### src/rtl/result_tx_streamer_pkg.sv
// Shared constants and FSM encoding for the result matrix streamer.
package result_tx_streamer_pkg;
  localparam int         ADDR_W   = 4;
  localparam int         DATA_W   = 8;
  localparam logic [7:0] HDR_BYTE = 8'hA5;
  localparam logic [1:0] RES_SEL  = 2'd2;

  typedef enum logic [2:0] {
    ST_IDLE,
    ST_HDR,
    ST_DATA,
    ST_CKSUM,
    ST_FIN
  } state_e;
endpackage

### src/rtl/result_tx_streamer_if.sv
// Byte valid/ready link from the streamer to the UART transmitter.
interface result_tx_streamer_if;
  import result_tx_streamer_pkg::*;

  logic [DATA_W-1:0] tx_data;
  logic              tx_valid;
  logic              tx_ready;

  modport master (output tx_data, output tx_valid, input tx_ready);
  modport slave  (input tx_data, input tx_valid, output tx_ready);
endinterface

### src/rtl/result_tx_streamer_sync_byte_fifo.sv
// Power-of-two circular FIFO; push and pop in the same cycle are legal at any fill level.
module sync_byte_fifo #(
  parameter  int DEPTH = 4,
  parameter  int WIDTH = 8,
  localparam int AW    = $clog2(DEPTH),
  localparam int CW    = AW + 1
) (
  input  logic             clk,
  input  logic             rst,
  input  logic             push_i,
  input  logic [WIDTH-1:0] din_i,
  input  logic             pop_i,
  output logic [WIDTH-1:0] dout_o,
  output logic             full_o,
  output logic             empty_o,
  output logic [CW-1:0]    count_o
);
  logic [WIDTH-1:0] mem_q [DEPTH];
  logic [AW-1:0]    wr_q, rd_q;
  logic [CW-1:0]    cnt_q;
  logic             do_push, do_pop;

  assign empty_o = (cnt_q == '0);
  assign full_o  = (cnt_q == CW'(DEPTH));
  assign count_o = cnt_q;
  assign dout_o  = mem_q[rd_q];
  assign do_pop  = pop_i && !empty_o;
  // A pop frees the head slot, so a push into a full FIFO is fine in that cycle.
  assign do_push = push_i && (!full_o || do_pop);

  always_ff @(posedge clk) begin
    if (do_push) mem_q[wr_q] <= din_i;
  end

  always_ff @(posedge clk or posedge rst) begin
    if (rst) begin
      wr_q  <= '0;
      rd_q  <= '0;
      cnt_q <= '0;
    end else begin
      if (do_push) wr_q <= wr_q + AW'(1);
      if (do_pop)  rd_q <= rd_q + AW'(1);
      case ({do_push, do_pop})
        2'b10:   cnt_q <= cnt_q + CW'(1);
        2'b01:   cnt_q <= cnt_q - CW'(1);
        default: cnt_q <= cnt_q;
      endcase
    end
  end
endmodule

### src/rtl/result_tx_streamer.sv
// Streams the N x N result matrix as header, row-major data bytes and an 8-bit checksum.
module result_tx_streamer
  import result_tx_streamer_pkg::*;
#(
  parameter int N          = 10,
  parameter int RD_LAT     = 1,
  parameter int FIFO_DEPTH = 4
) (
  input  logic                  clk,
  input  logic                  reset,
  input  logic                  start,
  output logic [1:0]            mem_matrix_select,
  output logic [ADDR_W-1:0]     mem_row,
  output logic [ADDR_W-1:0]     mem_col,
  input  logic [DATA_W-1:0]     mem_read_data,
  result_tx_streamer_if.master  tx,
  output logic                  busy,
  output logic                  done,
  output logic [7:0]            byte_count
);
  localparam int TOTAL = N * N;
  localparam int CW    = $clog2(FIFO_DEPTH) + 1;
  localparam int DCW   = $clog2(TOTAL + 1);

  state_e             state_q;
  logic [ADDR_W-1:0]  row_q, col_q;
  logic               rd_active_q;
  logic [RD_LAT-1:0]  pipe_q;
  logic [RD_LAT:0]    pipe_d;
  logic [CW-1:0]      inflight_q;
  logic [CW-1:0]      fifo_cnt;
  logic [CW:0]        used;
  logic [DATA_W-1:0]  fifo_dout, cksum_q;
  logic [DCW-1:0]     data_cnt_q;
  logic [7:0]         byte_cnt_q;
  logic               busy_q, done_q;
  logic               fifo_full, fifo_empty;
  logic               issue, push, pop, accept;

  assign mem_matrix_select = RES_SEL;
  assign mem_row    = row_q;
  assign mem_col    = col_q;
  assign busy       = busy_q;
  assign done       = done_q;
  assign byte_count = byte_cnt_q;

  // Credits cover both buffered bytes and reads still in the memory pipeline.
  assign used   = {1'b0, fifo_cnt} + {1'b0, inflight_q};
  assign issue  = (state_q == ST_HDR || state_q == ST_DATA) && rd_active_q &&
                  !fifo_full && (used < (CW+1)'(FIFO_DEPTH));
  assign pipe_d = {pipe_q, issue};
  assign push   = pipe_q[RD_LAT-1];
  assign pop    = (state_q == ST_DATA) && !fifo_empty && tx.tx_ready;
  assign accept = tx.tx_valid && tx.tx_ready;

  sync_byte_fifo #(.DEPTH(FIFO_DEPTH), .WIDTH(DATA_W)) u_fifo (
    .clk     (clk),
    .rst     (reset),
    .push_i  (push),
    .din_i   (mem_read_data),
    .pop_i   (pop),
    .dout_o  (fifo_dout),
    .full_o  (fifo_full),
    .empty_o (fifo_empty),
    .count_o (fifo_cnt)
  );

  always_comb begin
    tx.tx_valid = 1'b0;
    tx.tx_data  = '0;
    case (state_q)
      ST_HDR:   begin tx.tx_valid = 1'b1;        tx.tx_data = HDR_BYTE; end
      ST_DATA:  begin tx.tx_valid = !fifo_empty; tx.tx_data = fifo_empty ? '0 : fifo_dout; end
      ST_CKSUM: begin tx.tx_valid = 1'b1;        tx.tx_data = cksum_q; end
      default:  ;
    endcase
  end

  // Read address generator and memory-latency tracking.
  always_ff @(posedge clk or posedge reset) begin
    if (reset) begin
      row_q       <= '0;
      col_q       <= '0;
      rd_active_q <= 1'b0;
      pipe_q      <= '0;
      inflight_q  <= '0;
    end else begin
      pipe_q <= pipe_d[RD_LAT-1:0];
      case ({issue, push})
        2'b10:   inflight_q <= inflight_q + CW'(1);
        2'b01:   inflight_q <= inflight_q - CW'(1);
        default: inflight_q <= inflight_q;
      endcase
      if (state_q == ST_IDLE && start) begin
        row_q       <= '0;
        col_q       <= '0;
        rd_active_q <= 1'b1;
      end else if (issue) begin
        if (col_q == ADDR_W'(N-1)) begin
          col_q <= '0;
          if (row_q == ADDR_W'(N-1)) rd_active_q <= 1'b0;
          else                       row_q       <= row_q + ADDR_W'(1);
        end else begin
          col_q <= col_q + ADDR_W'(1);
        end
      end
    end
  end

  always_ff @(posedge clk or posedge reset) begin
    if (reset) begin
      state_q    <= ST_IDLE;
      busy_q     <= 1'b0;
      done_q     <= 1'b0;
      byte_cnt_q <= '0;
      cksum_q    <= '0;
      data_cnt_q <= '0;
    end else begin
      done_q <= 1'b0;
      if (accept) byte_cnt_q <= byte_cnt_q + 8'd1;
      case (state_q)
        ST_IDLE: if (start) begin
          state_q    <= ST_HDR;
          busy_q     <= 1'b1;
          byte_cnt_q <= '0;
          cksum_q    <= '0;
          data_cnt_q <= '0;
        end
        ST_HDR: if (accept) state_q <= ST_DATA;
        ST_DATA: if (accept) begin
          cksum_q    <= cksum_q + tx.tx_data;
          data_cnt_q <= data_cnt_q + DCW'(1);
          if (data_cnt_q == DCW'(TOTAL-1)) state_q <= ST_CKSUM;
        end
        ST_CKSUM: if (accept) begin
          state_q <= ST_FIN;
          done_q  <= 1'b1;
          busy_q  <= 1'b0;
        end
        ST_FIN:  state_q <= ST_IDLE;
        default: state_q <= ST_IDLE;
      endcase
    end
  end
endmodule

### src/flat_wrapper.sv
// flat-port wrapper written by rule: the top's interface ports become plain ports
module result_tx_streamer_flat import result_tx_streamer_pkg::*;
#(
  parameter int N          = 10,
  parameter int RD_LAT     = 1,
  parameter int FIFO_DEPTH = 4
)
  (clk, reset, start, mem_matrix_select, mem_row, mem_col, mem_read_data, busy, done, byte_count, tx_tx_data, tx_tx_valid, tx_tx_ready);
  result_tx_streamer_if tx_i ();
  input  logic clk;
  input  logic reset;
  input  logic start;
  output logic [1:0] mem_matrix_select;
  output logic [ADDR_W-1:0] mem_row;
  output logic [ADDR_W-1:0] mem_col;
  input  logic [DATA_W-1:0] mem_read_data;
  output logic busy;
  output logic done;
  output logic [7:0] byte_count;
  output wire logic [$bits(tx_i.tx_data)-1:0] tx_tx_data;
  output wire logic [$bits(tx_i.tx_valid)-1:0] tx_tx_valid;
  input wire logic [$bits(tx_i.tx_ready)-1:0] tx_tx_ready;
  assign tx_tx_data = tx_i.tx_data;
  assign tx_tx_valid = tx_i.tx_valid;
  assign tx_i.tx_ready = tx_tx_ready;
  result_tx_streamer #(.N(N), .RD_LAT(RD_LAT), .FIFO_DEPTH(FIFO_DEPTH)) u_core (.clk(clk), .reset(reset), .start(start), .mem_matrix_select(mem_matrix_select), .mem_row(mem_row), .mem_col(mem_col), .mem_read_data(mem_read_data), .tx(tx_i), .busy(busy), .done(done), .byte_count(byte_count));
endmodule
### config.mk
export PLATFORM = sky130hd
export DESIGN_NAME = result_tx_streamer_flat
export DESIGN_NICKNAME = d
export VERILOG_FILES = /design/src/rtl/result_tx_streamer_pkg.sv /design/src/rtl/result_tx_streamer_if.sv /design/src/rtl/result_tx_streamer_sync_byte_fifo.sv /design/src/rtl/result_tx_streamer.sv /design/src/flat_wrapper.sv
export SDC_FILE = /design/constraint.sdc
export NUM_CORES = 1
export LEC_CHECK = 0
export CORE_MARGIN = 3
export CORE_UTILIZATION = 57
export CTS_BUF_LIST = sky130_fd_sc_hd__clkbuf_16
export DETAILED_ROUTE_END_ITERATION = 16
export PLACE_DENSITY = 0.86
export REMOVE_ABC_BUFFERS = 1
export SYNTH_ARGS = -nofsm -noshare
export SYNTH_HDL_FRONTEND = slang
export SYNTH_SLANG_ARGS = --single-unit
### constraint.sdc
create_clock -name clk -period 3.44 [get_ports clk]
set_clock_uncertainty 0.1 [all_clocks]
set_input_delay 0.344 -clock clk [delete_from_list [all_inputs] [get_ports clk]]
set_output_delay 0.344 -clock clk [all_outputs]
set_load 0.05 [all_outputs]
==> impl_metrics.env, run 1 <==
export IMPL_layout_drive_gt1_share_pct=7.14
export IMPL_synth_warnings=0
export IMPL_yosys_area_top_type_share_pct=29.7
export IMPL_io_pin_count=41
export IMPL_maxCapViolations=0
export IMPL_max_stage_delay_ps=890
export IMPL_critical_path_class="flip-flop to primary output"
export IMPL_postRouteAntennaNets=0
export IMPL_fmax_ghz=0.314
export IMPL_routed_wirelength_mm=8.11
export IMPL_port_buffers=38
export IMPL_power_density_nw_per_um2=904
export IMPL_path_cells="o31a_2, a21oi_1, a311oi_1, clkdlybuf4s50_1"
export IMPL_num_rows=30
export IMPL_synth_area_leaders="dfrtp_1, edfxtp_1, ha_1, mux4_1, xnor2_1"
export IMPL_synth_cell_types=51
export IMPL_cts_tree="done"
export IMPL_seq_area_sq_um=2160
export IMPL_synth_common_cells="dfrtp_1, edfxtp_1, nand2_1"
export IMPL_post_route_util_pct=70.1
export IMPL_irDropWorstVdd_mv=0.424
export IMPL_yosys_area_share_simple_pct=13.8
export IMPL_muxShareOfSynthArea_pct=5.11
export IMPL_htreeDepth=3
export IMPL_multi_input_area_sq_um=1710
export IMPL_cp_max_fo=13
export IMPL_syn_cell_area_sq_um=4040
export IMPL_antenna_found_initial=0
export IMPL_clk_latency_ps=330
export IMPL_slew_violations=0
export IMPL_design_area_sq_um=4790
export IMPL_rsz0062_at_grt="no"
export IMPL_crit_slowest_cell="clkdlybuf4s50_1"
export IMPL_grt_busiest_layer="met2"
export IMPL_cts_clk_slew_worst_paths_ps=60
export IMPL_min_path_type="flip-flop to flip-flop"
export IMPL_cp_top_family="compound AO/OA/AOI/OAI gates"
export IMPL_synth_main_ff_cell="dfrtp_1"
export IMPL_setup_slack_ps=253
export IMPL_critPathCaptureType="primary output"
export IMPL_syn_avg_cell_area_sq_um=11.6
export IMPL_drc=0
export IMPL_dpl_hpwl_mm=5.39
export IMPL_cts_setup_buffers=0
export IMPL_met1_usage_pct=26.5
export IMPL_die_area_sq_um=8140
export IMPL_dpl_cell_area_sq_um=4500
export IMPL_use_met3_pct=5.69
export IMPL_grt_max_degree=49
export IMPL_synth_cells=350
export IMPL_worst_slew_pin_slew_ps=1010
export IMPL_grt_pass1_vias=2795
export IMPL_synth_top_family_by_area="simple AND/OR/NAND/NOR gates"
export IMPL_diodes=0
export IMPL_synth_xor_area_share_pct=5.63
export IMPL_async_reset_ff_share_pct=60.0
export IMPL_post_place_ws_ps=209
export IMPL_wl_per_cell_um=16.6
export IMPL_die_w_um=90.2
export IMPL_met2_usage_pct=35.8
export IMPL_seq_area_frac_synth_pct=53.5
export IMPL_synth_edf_count=32
export IMPL_grt_usage_pct=21.2
export IMPL_gp_congestion=0.823
export IMPL_clock_path_buffers=2
export IMPL_yosys_register_bits=80
export IMPL_yosysMostFrequentCell="dfrtp_1"
export IMPL_grt_pass1_wl_mm=13.6
export IMPL_yosysTopAreaCell="dfrtp_1"
export IMPL_root_buffer="clkbuf_16"
export IMPL_drtIter0Drc=260
export IMPL_viasPerCell=5.76
export IMPL_numCtsBuffers=9
export IMPL_coreArea_sq_um=6830
export IMPL_finalSetupViolations=0
export IMPL_cp_arrival_ps=2740
export IMPL_synth_compound_area_share_pct=10.2
export IMPL_status="completed"
export IMPL_gr_total_overflow=0
export IMPL_finalHoldViolations=0
export IMPL_dieHeight_um=90.2
export IMPL_required_ps=3000
export IMPL_period_share_pct=92.6
export IMPL_synth_fa_ha_area_share_pct=7.37
export IMPL_vias=2811
export IMPL_cts_sinks=80
export IMPL_cp_start_kind="flip-flop"
export IMPL_leakagePower_nw=1.96
export IMPL_finalNetCount=422
export IMPL_firstDrtPassIters=4
export IMPL_cp_num_buf_inv=1
export IMPL_area_growth_synth_to_final_pct=18.5
export IMPL_start_util_pct=59.2
export IMPL_max_slew_margin_pct=32.8
export IMPL_period_needed_ps=3190
export IMPL_n_fill_cell=476
flip-flops by register name, indices dropped and copies added, names as in the netlist, 2 cells and up:
| signal | flops |
|---|---|
| u_core.cksum_q | 8 |
| u_core.inflight_q | 3 |
| u_core.u_fifo.mem_q | 32 |
| u_core.byte_count | 8 |
| u_core.u_fifo.rd_q | 2 |
| u_core.u_fifo.count_o | 3 |
| u_core.mem_col | 4 |
| u_core.state_q | 3 |
| u_core.u_fifo.wr_q | 2 |
| u_core.data_cnt_q | 7 |
| u_core.mem_row | 4 |
cell families after synthesis:
| group | count (synthesis) |
|---|---|
| and+or+nand+nor | 111 |
| DFF | 80 |
| AOI/OAI and AO/OA | 62 |
| buffers and inverters | 39 |
| xor gates and xnor gates | 26 |
| adders and majority gates | 22 |
| muxes | 8 |
| other | 2 |
path summary, 6_finish.rpt:
| kind | from | end | slack (ps) | cells after the start |
|---|---|---|---|---|
| max | u_core.state_q[1] | tx_tx_data[5] | 250 | 4 |
| min | u_core.inflight_q[2] | u_core.inflight_q[2] | 380 | 1 |
| max reg2reg | u_core.u_fifo.rd_q[0] | u_core.cksum_q[6] | 260 | 10 |
| min reg2reg | u_core.inflight_q[2] | u_core.inflight_q[2] | 380 | 1 |
| max in group asynchronous | reset | u_core.u_fifo.rd_q[0] | 2040 | 2 |
| min in group asynchronous | reset | u_core.mem_row[3] | 520 | 2 |
worst reg2reg max path: cells and delay by family (launching register included):
family          cells  cell delay, ps
fa+ha+maj           2             690
compound gates      6            1150
simple gates        1             150
mux                 1             560
flops               1             460
cell type report:
| class | instances | area share (%) |
|---|---|---|
| inverters | 23 | 1.80 |
| well taps | 96 | 2.51 |
| flip-flops and latches | 80 | 45.2 |
| clock buffers | 9 | 4.70 |
| clock inverters | 6 | 1.41 |
| multi-input cells | 231 | 35.7 |
| repair buffers | 43 | 8.73 |
timing repair:
item,4_1_cts,5_1_grt
resized for setup,0,1
endpoints found under the setup margin,0,1
hold buffers,0,0
hold endpoints to repair,0,0
metal layers:
layer | up-vias | routed length, um
li1 | 1335 | -
met1 | 1398 | 3420
met2 | 61 | 4190
met3 | 17 | 329
met4 | 0 | 168
met5 | - | 0
layout by cell type (no fill, tap or decap), drive strengths merged, types with 3 or more instances in the layout:
cell / Yosys / routed
dfrtp: 48 / 48
clkdlybuf4s50: 0 / 38
edfxtp: 32 / 32
nand2: 30 / 30
inv: 23 / 25
nor2: 24 / 24
ha: 19 / 19
o21ai: 18 / 18
nand3: 18 / 18
xnor2: 16 / 16
a21oi: 12 / 12
xor2: 10 / 10
clkbuf: 6 / 9
mux4: 8 / 8
and2: 6 / 6
a32o: 6 / 6
nor3: 6 / 6
nor4: 5 / 5
buf: 10 / 5
or3: 4 / 4
a21o: 4 / 4
a211oi: 4 / 4
nand4: 4 / 4
nand2b: 3 / 3
nor2b: 3 / 3
and3: 3 / 3
a31oi: 3 / 3
a311oi: 3 / 3
fa: 3 / 3
report_power, final:
part	switching [mW]	leakage (nW)	internal, mW
logic	1.19	0.908	0.731
clock network	0.387	0.140	0.562
registers	0.252	0.914	1.20
metrics by stage:
stage                     power (mW)  std cells  hold WS (ps)  TNS [ps]
final                           4.33        488           384         0
after floorplan                 2.79        334           339      -721
after global routing            4.60        488           392         0
after detailed placement        3.37        473           371         0
after global placement          3.30        473           367         0
after CTS                       4.35        488           383         0
Note: power is estimated with default switching activity, not from simulation.
==> run 2, diff against run 1 <==
Settings changed: GPL_TIMING_DRIVEN set to 0.
==> run 2 against run 1 <==
  * Die area is the same
  * Count of clock-buffer cells in the layout is the same
  * Total power grew 3.8%
  * Core utilization grew 0.92 points
  * Critical endpoint unchanged
==> impl_metrics.env, run 2 (synthesis results as in run 1) <==
export IMPL_numCtsBuffers=9
export IMPL_drc=0
export IMPL_regMostFlops="u_core.u_fifo.mem_q"
export IMPL_layout_commonest_cell="dfrtp_1"
export IMPL_clk_latency_ps=330
export IMPL_num_rows=30
export IMPL_power_density_nw_per_um2=927
export IMPL_port_buffers=38
export IMPL_gp_congestion=0.871
export IMPL_mostFrequentLayoutCells="dfrtp_1, clkdlybuf4s50_1, edfxtp_1, nand2_1"
export IMPL_p_seq_share_pct=32.3
export IMPL_wl_per_cell_um=17.0
export IMPL_grt_pass1_vias=2985
export IMPL_cts_sinks=80
export IMPL_rr_worst_depth=11
export IMPL_cp_arrival_ps=2880
export IMPL_switching_share_pct=41.1
export IMPL_cp_max_fo=6
export IMPL_drtIter0Drc=162
export IMPL_fmax_ghz=0.301
export IMPL_gr_total_overflow=0
export IMPL_cp_top_family="buffers and inverters"
export IMPL_diodes=0
export IMPL_irDropWorstVdd_mv=0.449
export IMPL_comb_power_share_pct=43.8
export IMPL_reg2reg_from="u_core.u_fifo.count_o[2]"
export IMPL_grt_usage_pct=21.7
export IMPL_layout_drive_gt1_share_pct=7.40
export IMPL_timing_critical_path_mode_cell="buf_4"
export IMPL_clock_path_buffers=2
export IMPL_cp_num_buf_inv=3
export IMPL_max_slew_margin_pct=25.0
export IMPL_path_cells="buf_4, buf_4, mux4_1, a21oi_1, a311oi_1, clkdlybuf4s50_1"
export IMPL_crit_end="tx_tx_data[5]"
export IMPL_leakagePower_nw=1.98
export IMPL_vias=2850
export IMPL_post_route_util_pct=71.0
export IMPL_total_power_mw=4.50
export IMPL_finalSetupViolations=0
export IMPL_design_area_sq_um=4850
export IMPL_cts_tree="done"
export IMPL_dpl_hpwl_mm=5.43
export IMPL_period_share_pct=96.7
export IMPL_finalNetCount=421
export IMPL_crit_slowest_cell="clkdlybuf4s50_1"
export IMPL_routed_wirelength_mm=8.28
export IMPL_start_util_pct=59.2
export IMPL_cp_depth=6
export IMPL_io_pin_count=41
export IMPL_die_area_sq_um=8140
export IMPL_reg2reg_slack_ps=240
export IMPL_coreArea_sq_um=6830
export IMPL_dieHeight_um=90.2
export IMPL_rsz0062_at_grt="no"
export IMPL_post_place_ws_ps=-26.3
export IMPL_min_path_type="input pin to asynchronous set/reset pin"
export IMPL_rr_endpoint="u_core.u_fifo.count_o[2]"
export IMPL_htreeDepth=3
export IMPL_period_needed_ps=3330
export IMPL_critPathLaunch="u_core.u_fifo.rd_q[0]"
export IMPL_slew_violations=0
export IMPL_switching_power_mw=1.85
export IMPL_cts_clk_slew_worst_paths_ps=60
export IMPL_dpl_cell_area_sq_um=4480
export IMPL_firstDrtPassIters=4
export IMPL_area_growth_synth_to_final_pct=20.0
export IMPL_finalHoldViolations=0
export IMPL_clkPwrFrac_pct=23.9
export IMPL_root_buffer="clkbuf_16"
export IMPL_status="completed"
export IMPL_maxCapViolations=0
export IMPL_cp_start_kind="flip-flop"
export IMPL_grt_pass1_wl_mm=14.1
export IMPL_setup_slack_ps=114
export IMPL_worst_slew_pin_slew_ps=1120
export IMPL_postRouteAntennaNets=0
export IMPL_largest_reg_flops=32
export IMPL_viasPerCell=5.84
export IMPL_antenna_found_initial=0
export IMPL_die_w_um=90.2
export IMPL_n_fill_cell=450
export IMPL_required_ps=3000
export IMPL_critPathCaptureType="primary output"
export IMPL_grt_max_degree=36
export IMPL_max_stage_delay_ps=900
export IMPL_critical_path_class="flip-flop to primary output"
export IMPL_p_int_mw=2.65
[run 2: cell types whose count changed in the layout (fill, tap and decap cells not counted), sizes merged]
cell / change
clkinvlp: +2
clkinv: -2
inv: -1
buf: -1
bufinv: +2
[run 2: how the worst min path moves through the flow]
stage	endpoint	slack [ps]	cells past startpoint
detailed placement	u_core.inflight_q[2]	370	1
global route	u_core.mem_row[3]	220	2
finish	u_core.mem_row[3]	190	2
floorplan	u_core.state_q[0]	340	1
CTS	u_core.mem_row[3]	190	2
global placement	u_core.inflight_q[2]	360	1
[run 2: power by group through the flow]
stage / Combinational [mW] / Clock [mW] / Sequential (mW)
5_1_grt: 2.13 / 1.12 / 1.48
3_5_place_dp: 1.89 / 0 / 1.48
2_1_floorplan: 1.23 / 0 / 1.56
4_1_cts: 1.92 / 1.08 / 1.46
6_report: 1.97 / 1.07 / 1.45
3_3_place_gp: 1.80 / 0 / 1.46
[run 2: through the flow]
stage | hold WS, ps | setup TNS (ps) | cells
after floorplan | 339 | -721 | 334
after global routing | 223 | 0 | 488
after global placement | 363 | 0 | 468
after detailed placement | 367 | -48.1 | 469
final | 189 | 0 | 488
after CTS | 195 | 0 | 485
[run 2: layer usage]
metal  share of wire (%)  global-route usage [%]  up-vias
met5                   0                       0        -
met4                 2.1                    11.1        0
met3                 4.4                    4.27       16
met2                  53                    37.8       87
met1                  41                    25.6     1410
li1                    -                       -     1337
[run 2: repair_timing]
item                                    in CTS  in global routing
buffers inserted                             0                  3
gates resized for setup                      2                  2
pin swaps                                    0                  0
hold buffers                                 0                  0
endpoints found under the setup margin       2                  3
[run 2: cell type report]
type / count / area, sq um / area share (%)
Inverter: 23 / 90.1 / 1.86
Timing Repair Buffer: 42 / 423 / 8.72
Clock buffer: 9 / 225 / 4.64
Clock inverter: 7 / 113 / 2.32
Tap cell: 96 / 120 / 2.48
Multi-Input combinational cell: 231 / 1720 / 35.4
Sequential cell: 80 / 2160 / 44.6
==> run 3, diff against run 2 <==
Settings changed: PLACE_DENSITY 0.86 to 0.77.
==> run 3 against run 2 <==
  * Core utilization fell by 0.33 points
  * Non-clock buffer count increased by 2
  * Sequential cell count unchanged
  * Critical path depth down 2
  * Die area unchanged
  * Register-to-register slack worse by 30 ps
  * Critical endpoint unchanged
==> impl_metrics.env, run 3 (synthesis results as in run 1) <==
export IMPL_vias=2753
export IMPL_grt_pass1_vias=2753
export IMPL_cts_clk_slew_worst_paths_ps=70
export IMPL_clock_path_buffers=2
export IMPL_finalSetupViolations=0
export IMPL_postRouteAntennaNets=0
export IMPL_period_share_pct=93.8
export IMPL_fin_cells=490
export IMPL_largest_reg_flops=32
export IMPL_period_needed_ps=3230
export IMPL_dieHeight_um=90.2
export IMPL_p_int_mw=2.52
export IMPL_irDropWorstVdd_mv=0.453
export IMPL_cp_start_kind="flip-flop"
export IMPL_htreeDepth=3
export IMPL_rsz0062_at_grt="no"
export IMPL_gr_total_overflow=0
export IMPL_path_cells="o31a_2, a21oi_1, a311oi_1, clkdlybuf4s50_1"
export IMPL_gp_congestion=0.833
export IMPL_status="completed"
export IMPL_cp_depth=4
export IMPL_fmax_ghz=0.310
export IMPL_switching_share_pct=42.3
export IMPL_p_seq_share_pct=33.2
export IMPL_clkPwrFrac_pct=22.2
export IMPL_cp_arrival_ps=2780
export IMPL_required_ps=3000
export IMPL_switching_power_mw=1.84
export IMPL_min_path_type="input pin to asynchronous set/reset pin"
export IMPL_root_buffer="clkbuf_16"
export IMPL_max_slew_margin_pct=24.0
export IMPL_total_power_mw=4.36
export IMPL_die_area_sq_um=8140
export IMPL_area_growth_synth_to_final_pct=19.5
export IMPL_multi_input_area_sq_um=1710
export IMPL_n_fill_cell=515
export IMPL_comb_power_share_pct=44.5
export IMPL_rr_worst_depth=9
export IMPL_layout_drive_gt1_share_pct=8.38
export IMPL_dpl_hpwl_mm=5.24
export IMPL_grt_pass1_wl_mm=13.6
export IMPL_post_route_util_pct=70.7
export IMPL_drtIter0Drc=159
export IMPL_power_density_nw_per_um2=902
export IMPL_port_buffers=38
export IMPL_viasPerCell=5.62
export IMPL_cp_num_buf_inv=1
export IMPL_finalHoldViolations=0
export IMPL_rr_endpoint="u_core.cksum_q[6]"
export IMPL_wl_per_cell_um=16.4
export IMPL_grt_max_degree=37
export IMPL_regMostFlops="u_core.u_fifo.mem_q"
export IMPL_die_w_um=90.2
export IMPL_finalNetCount=423
export IMPL_cts_sinks=80
export IMPL_critical_path_class="flip-flop to primary output"
export IMPL_crit_slowest_cell="clkdlybuf4s50_1"
export IMPL_drc=0
export IMPL_num_rows=30
export IMPL_cp_top_family="compound AO/OA/AOI/OAI gates"
export IMPL_dp_cells=469
export IMPL_firstDrtPassIters=4
export IMPL_setup_slack_ps=212
export IMPL_worst_slew_pin_slew_ps=1130
export IMPL_numCtsBuffers=9
export IMPL_mostFrequentLayoutCells="dfrtp_1, clkdlybuf4s50_1, edfxtp_1, nand2_1, nor2_1"
export IMPL_slew_violations=0
export IMPL_routed_wirelength_mm=8.03
export IMPL_start_util_pct=59.2
export IMPL_leakagePower_nw=1.97
export IMPL_diodes=0
export IMPL_grt_usage_pct=20.8
export IMPL_seq_area_sq_um=2160
export IMPL_reg2reg_slack_ps=210
export IMPL_post_place_ws_ps=50.5
export IMPL_dpl_cell_area_sq_um=4480
export IMPL_cp_max_fo=13
export IMPL_critPathCaptureType="primary output"
export IMPL_cts_tree="done"
export IMPL_coreArea_sq_um=6830
export IMPL_clk_latency_ps=330
export IMPL_design_area_sq_um=4830
export IMPL_antenna_found_initial=0
export IMPL_max_stage_delay_ps=900
export IMPL_maxCapViolations=0
export IMPL_layout_commonest_cell="dfrtp_1"
export IMPL_reg2reg_from="u_core.u_fifo.rd_q[0]"
export IMPL_io_pin_count=41
-- run 3: cell count changes in the layout (fill, tap and decap cells not counted) --
cell and delta:
nor2_2 -1, clkinvlp_4 -1, bufinv_16 -2, clkinv_4 +2
nand3_2 +1, buf_4 +2, inv_1 -2, clkinvlp_2 +1
nand3_4 -1, inv_6 +2, nor2_4 +1
-- run 3: worst max-delay path by stage --
stage | start | endpoint | slack, ps
after floorplan | u_core.u_fifo.rd_q[0] | u_core.cksum_q[6] | -340
after global placement | u_core.u_fifo.rd_q[0] | u_core.cksum_q[6] | 40
after detailed placement | u_core.u_fifo.rd_q[0] | u_core.cksum_q[6] | 50
after CTS | u_core.state_q[0] | u_core.u_fifo.count_o[2] | 70
after global routing | u_core.u_fifo.rd_q[0] | u_core.cksum_q[6] | 50
final | u_core.state_q[1] | tx_tx_data[5] | 210
-- run 3: metal layers --
layer / up-vias / part of all wire, % / track usage [%]
li1: 1339 / - / -
met1: 1354 / 45 / 27.9
met2: 54 / 50 / 34.2
met3: 6 / 3.2 / 3.10
met4: 0 / 0.95 / 8.42
met5: - / 0 / 0
-- run 3: area by class of cell --
class	instances	area share [%]
repair buffers	44	9.07
clock inverters	7	1.61
multi-input cells	231	35.5
flip-flops and latches	80	44.8
clock buffers	9	4.66
well taps	96	2.49
inverters	23	1.87
-- run 3: per-stage QoR --
step / hold WS [ps] / TNS (ps)
global placement: 366 / 0
detailed placement: 373 / 0
CTS: 200 / 0
finish: 192 / 0
floorplan: 339 / -721
global route: 205 / 0
-- run 3: timing repair --
action / in CTS / in global routing
resized for setup: 1 / 3
endpoints found under the hold margin: 0 / 0
endpoints found under the setup margin: 1 / 3
setup buffers: 0 / 5
pin swaps: 0 / 0
hold buffers: 0 / 0
-- run 3: power groups by stage --
stage	clock, mW	sequential (mW)	combinational [mW]
after floorplan	0	1.56	1.23
after global placement	0	1.46	1.81
after detailed placement	0	1.48	1.86
after CTS	0.978	1.46	1.89
after global routing	1.02	1.48	2.14
final	0.969	1.45	1.94
==> edit 1, RTL diff (settings of run 2) <==
Change the package constant `DATA_W` from 8 to 12.
--- a/src/rtl/result_tx_streamer_pkg.sv
+++ b/src/rtl/result_tx_streamer_pkg.sv
@@ -1,7 +1,7 @@
 // Shared constants and FSM encoding for the result matrix streamer.
 package result_tx_streamer_pkg;
   localparam int         ADDR_W   = 4;
-  localparam int         DATA_W   = 8;
+  localparam int         DATA_W   = 12;
   localparam logic [7:0] HDR_BYTE = 8'hA5;
   localparam logic [1:0] RES_SEL  = 2'd2;
 
Interface: changed (resized mem_read_data and tx_tx_data); port bits go from 41 to 49. The function was not compared with the original's and may differ.
==> edit 1 against run 2 <==
Sequential cell count rose by 20; first-iteration DRC count rose by 33%; count of clock-buffer cells in the layout did not move; register-to-register slack got worse by 0.13 ns; setup slack got worse by 0.0010 ns; design area rose by 23%; final cell count rose by 18%; area after synthesis rose by 26%; routed wire length rose by 26%; total power rose by 42%; critical endpoint is now u_core.cksum_q[11]; largest cell class unchanged.
==> edit 1: results (changes against run 2) <==
| Metric | Value |
|---|---|
| Initial DRC Count | 215 (+33%) |
| Cell area reported after detailed placement | 0.00557 sq mm (+24%) |
| Final cell area excluding filler cells | 0.00594 sq mm (+23%) |
| Final HPWL from detailed placement | 7130 um (+31%) |
| GRT Resource Usage Total | 22.0% (+0.28 points) |
| Post-synth EDFFs | 48 (+50%) |
| Slack of the worst reg-to-reg path | 0.11 ns (-0.13 ns) |
| Critical-path maximum fanout | 9 (+3) |
| Internal power contribution | 3.48 mW (+31%) |
| Total clock sinks | 100 (+25%) |
| Final Net Count | 507 (+20%) |
| Signal buf overhead | 8.84% (+0.12 points) |
| Max FFs per register | 48 (+50%) |
| Count of buffers not belonging to the clock network in the layout | 53 (+26%) |
| Ratio of cells with drive above 1 in the final layout | 11.1% (+3.7 points) |
| Fraction of area in clock buffers and inverters | 5.20% (-1.8 points) |
| Count of inverters other than clock inverters in the layout | 19 (-17%) |
| Clock-pin slew on the worst setup and hold paths | 0.08 ns (+0.02 ns) |
| Leakage Power | 2.43 nW (+23%) |
| Share of the final layout cell area in multi-input gates | 36.3% (+0.95 points) |
| Routability cong. | 0.861 (-1.2%) |
| Number of vias per cell | 6.01 (+2.9%) |
| Area occupied by registers | 0.00275 sq mm (+27%) |
| Sequential-to-total area share from yosys stat | 53.8% (+0.35 points) |
| Run status | finished, final reports clean |
edit 1: what timing repair did:
action,CTS,global route
gates cloned,0,0
setup buffers,6,0
pin swaps,0,0
endpoints found under the setup margin,13,4
resized for setup,3,2
edit 1: stage by stage:
step | TNS [ns] | hold slack [ns] | total power [mW] | setup slack (ns) | cells
floorplan | -0.753 | 0.343 | 4.34 | -0.315 | 401
global placement | -0.939 | 0.363 | 5.08 | -0.292 | 552
detailed placement | -1.32 | 0.402 | 5.24 | -0.370 | 553
CTS | 0 | 0.240 | 6.37 | 0.0100 | 575
global route | 0 | 0.264 | 6.79 | 0.00463 | 575
finish | 0 | 0.229 | 6.37 | 0.113 | 575
edit 1: worst max-delay path, stage by stage (launching register included):
cell and delay, ns:
sky130_fd_sc_hd__dfrtp_1 0.45, sky130_fd_sc_hd__nor3_1 0.30, sky130_fd_sc_hd__nand2b_1 0.22, sky130_fd_sc_hd__nor3_4 0.10
sky130_fd_sc_hd__a22o_1 0.27, sky130_fd_sc_hd__ha_1 0.47, sky130_fd_sc_hd__nand2_4 0.09, sky130_fd_sc_hd__or3_4 0.41
sky130_fd_sc_hd__or4b_1 0.47, sky130_fd_sc_hd__a311o_1 0.33, sky130_fd_sc_hd__nand3_1 0.07
edit 1: path summary, 6_finish.rpt:
kind	start	endpoint	depth (start not counted)
min	reset	u_core.byte_count[2]	2
max reg2reg	u_core.u_fifo.count_o[0]	u_core.cksum_q[11]	10
max in group asynchronous	reset	u_core.u_fifo.rd_q[0]	3
min reg2reg	u_core.inflight_q[0]	u_core.inflight_q[0]	1
max	u_core.u_fifo.count_o[0]	u_core.cksum_q[11]	10
min in group clk	u_core.inflight_q[0]	u_core.inflight_q[0]	1
edit 1: per-layer routing:
layer | wire length (um) | global-route usage, %
met5 | 0 | 0
met2 | 5290 | 35.9
met1 | 4350 | 29.2
met4 | 235 | 9.02
met3 | 536 | 4.15
edit 1: cells by family (layout without fill, tap and decap cells):
| logic type | Yosys count | after routing | synth area share (%) |
|---|---|---|---|
| AO/OA/AOI/OAI | 67 | 67 | 8.87 |
| adder cells (fa/ha/maj) | 26 | 26 | 6.83 |
| flip-flops | 100 | 100 | 53.8 |
| buffers and inverters | 39 | 88 | 4.00 |
| multiplexers | 17 | 17 | 6.29 |
| other | 2 | 2 | 0.147 |
| AND/OR/NAND/NOR | 140 | 140 | 14.9 |
| XOR/XNOR | 30 | 30 | 5.16 |
edit 1: power groups by stage:
stage                     clock network [mW]  registers [mW]  logic [mW]
final                                   1.02            1.87        3.47
after global routing                    1.09            1.92        3.77
after CTS                               1.04            1.87        3.46
after detailed placement                   0            1.92        3.32
after global placement                     0            1.89        3.19
after floorplan                            0            2.03        2.30
==> edit 2, RTL diff (settings of run 2) <==
Without the edit above. Encoding of `state_e`: now one-hot (5 bits for 5 states).
--- a/src/rtl/result_tx_streamer_pkg.sv
+++ b/src/rtl/result_tx_streamer_pkg.sv
@@ -5,12 +5,12 @@
   localparam logic [7:0] HDR_BYTE = 8'hA5;
   localparam logic [1:0] RES_SEL  = 2'd2;
 
-  typedef enum logic [2:0] {
-    ST_IDLE,
-    ST_HDR,
-    ST_DATA,
-    ST_CKSUM,
-    ST_FIN
+  typedef enum logic [4:0] {
+    ST_IDLE  = 5'b00001,
+    ST_HDR   = 5'b00010,
+    ST_DATA  = 5'b00100,
+    ST_CKSUM = 5'b01000,
+    ST_FIN   = 5'b10000
   } state_e;
 endpackage
 
Function: same outputs for any inputs over 10 cycles, from zero or initial values and one cycle with reset high; not proved beyond that.
==> edit 2 against run 2 <==
Maximum frequency rose by 0.97%; via count fell by 3.8%; total power fell by 19%; sequential cell count rose by 2; setup slack improved by 0.032 ns; combinational power fell by 37%; design area rose by 2.0%; first-iteration DRC count rose by 0.62%; non-clock buffer count rose by 3; routed wire length rose by 1.5%; area after synthesis rose by 0.77%; highest routed layer unchanged.
==> edit 2: results (changes against run 2) <==
| Metric | Value |
|---|---|
| Run status | finished, final reports clean |
| Setup WS pre-CTS | -0.0481 ns (-0.0219 ns) |
| Sequential-to-total area share from yosys stat | 54.3% (+0.85 points) |
| GRT Resource Usage Total | 21.5% (-0.27 points) |
| Psw | 1.30 mW (-30%) |
| Number of vias per cell | 5.78 (-0.95%) |
| Worst vdd ir | 0.389 mV (-13%) |
| Average footprint of a synthesized cell | 12.5 sq um (+7.9%) |
| Slowest cell on the critical path | sky130_fd_sc_hd__dfrtp_1 |
| Initial DRC Count | 163 (+0.62%) |
| Reg-to-Reg Start | u_core.u_fifo.count_o[0] |
| Layout filler cell count | 464 (+3.1%) |
| Via count of the first global-routing pass | 2840 (-4.9%) |
| Most common library cells after synthesis | sky130_fd_sc_hd__dfrtp_1, sky130_fd_sc_hd__edfxtp_1, sky130_fd_sc_hd__nor2_1, sky130_fd_sc_hd__nand2_1, sky130_fd_sc_hd__ha_1 |
| Leakage Power | 2.05 nW (+3.7%) |
| WP data arrival | 3.42 ns (+0.54 ns) |
| Worst-case hold slack | 0.224 ns (+0.0353 ns) |
| Maximum number of pins on one net before global-route repair | 35 (-2.8%) |
| Routability cong. | 0.866 (-0.67%) |
| Critical setup path kind | register to register |
| Global-route wire length before repair | 13800 um (-1.9%) |
| Ratio of cells with drive above 1 in the final layout | 13.5% (+6.1 points) |
| Share of flip-flops with an asynchronous set or reset | 61.0% (+0.98 points) |
| Layout-stage area growth over the synthesis result | 21.5% |
| Post-DR wirelength/cell | 17.7 um (+4.5%) |
| Cell area reported after detailed placement | 0.00454 sq mm (+1.4%) |
| Tightest Pin Transition | 0.731 ns (-0.388 ns) |
| Number of vias in the routed layout | 2742 (-3.8%) |
| Count of endpoints failing hold in the final timing report | 0 (unchanged) |
| Largest cells by area after synthesis | sky130_fd_sc_hd__dfrtp_1, sky130_fd_sc_hd__edfxtp_1, sky130_fd_sc_hd__ha_1, sky130_fd_sc_hd__mux4_2, sky130_fd_sc_hd__xnor2_1 |
| Post-synth EDFFs | 32 (unchanged) |
| Crit path setup slack, layout | 0.146 ns (+0.0321 ns) |
| Delay of the slowest cell on the worst path | 0.47 ns (-0.43 ns) |
| Reg-to-Reg End | u_core.cksum_q[6] |
| Total placed cells including tap cells | 452 (-3.6%) |
| Final HPWL from detailed placement | 5420 um (-0.13%) |
| Final Net Count | 407 (-3.3%) |
| Unique masters post-synth | 55 (+7.8%) |
| Critical-path maximum fanout | 9 (+3) |
| Antenna cell count | 0 (unchanged) |
| Cell family with most CP delay | compound AO/OA/AOI/OAI gates |
## edit 2: cell count changes in the layout (fill, tap and decap cells not counted), moves of 5 or more
cell / change
sky130_fd_sc_hd__a22o_1: +9
sky130_fd_sc_hd__a32o_1: -5
sky130_fd_sc_hd__inv_1: -7
sky130_fd_sc_hd__mux4_1: -7
sky130_fd_sc_hd__mux4_2: +7
sky130_fd_sc_hd__nand2_1: -10
sky130_fd_sc_hd__nand3_1: -12
sky130_fd_sc_hd__o21ai_0: -10
## edit 2: timing repair
item,CTS,global route
resized for setup,2,7
buffers inserted,0,6
endpoints found under the setup margin,1,11
## edit 2: cell families (layout without fill, tap and decap cells)
kind of cell               after synthesis  count (layout)  synth area share [%]
and+or+nand+nor                         99              99                  14.0
DFF                                     82              82                  54.3
AOI/OAI and AO/OA                       51              51                  8.97
xor gates and xnor gates                31              31                  6.66
buffers and inverters                   27              78                  2.86
adders and majority gates               22              22                  7.31
muxes                                   13              13                  5.71
other                                    2               2                 0.184
## edit 2: power groups by stage
stage,clock (mW),combinational (mW),sequential (mW)
floorplan,0,0.802,1.34
detailed placement,0,1.13,1.34
global placement,0,1.08,1.32
CTS,1.05,1.18,1.32
global route,1.10,1.35,1.34
finish,1.04,1.25,1.33
## edit 2: routing by layer
metal  vias up  track usage [%]  share of wire (%)
li1       1280                -                  -
met1      1371             27.3                 42
met2        73             36.8                 52
met3        18             3.42                3.8
met4         0             8.67                1.9
met5         -                0                  0
## edit 2: cell type report
cell class | count | area, sq um | area share (%)
Sequential cell | 82 | 2220 | 44.8
Multi-Input combinational cell | 218 | 1780 | 35.9
Timing Repair Buffer | 45 | 445 | 9.00
Clock buffer | 9 | 225 | 4.55
Tap cell | 96 | 120 | 2.43
Clock inverter | 7 | 101 | 2.05
Inverter | 17 | 63.8 | 1.29
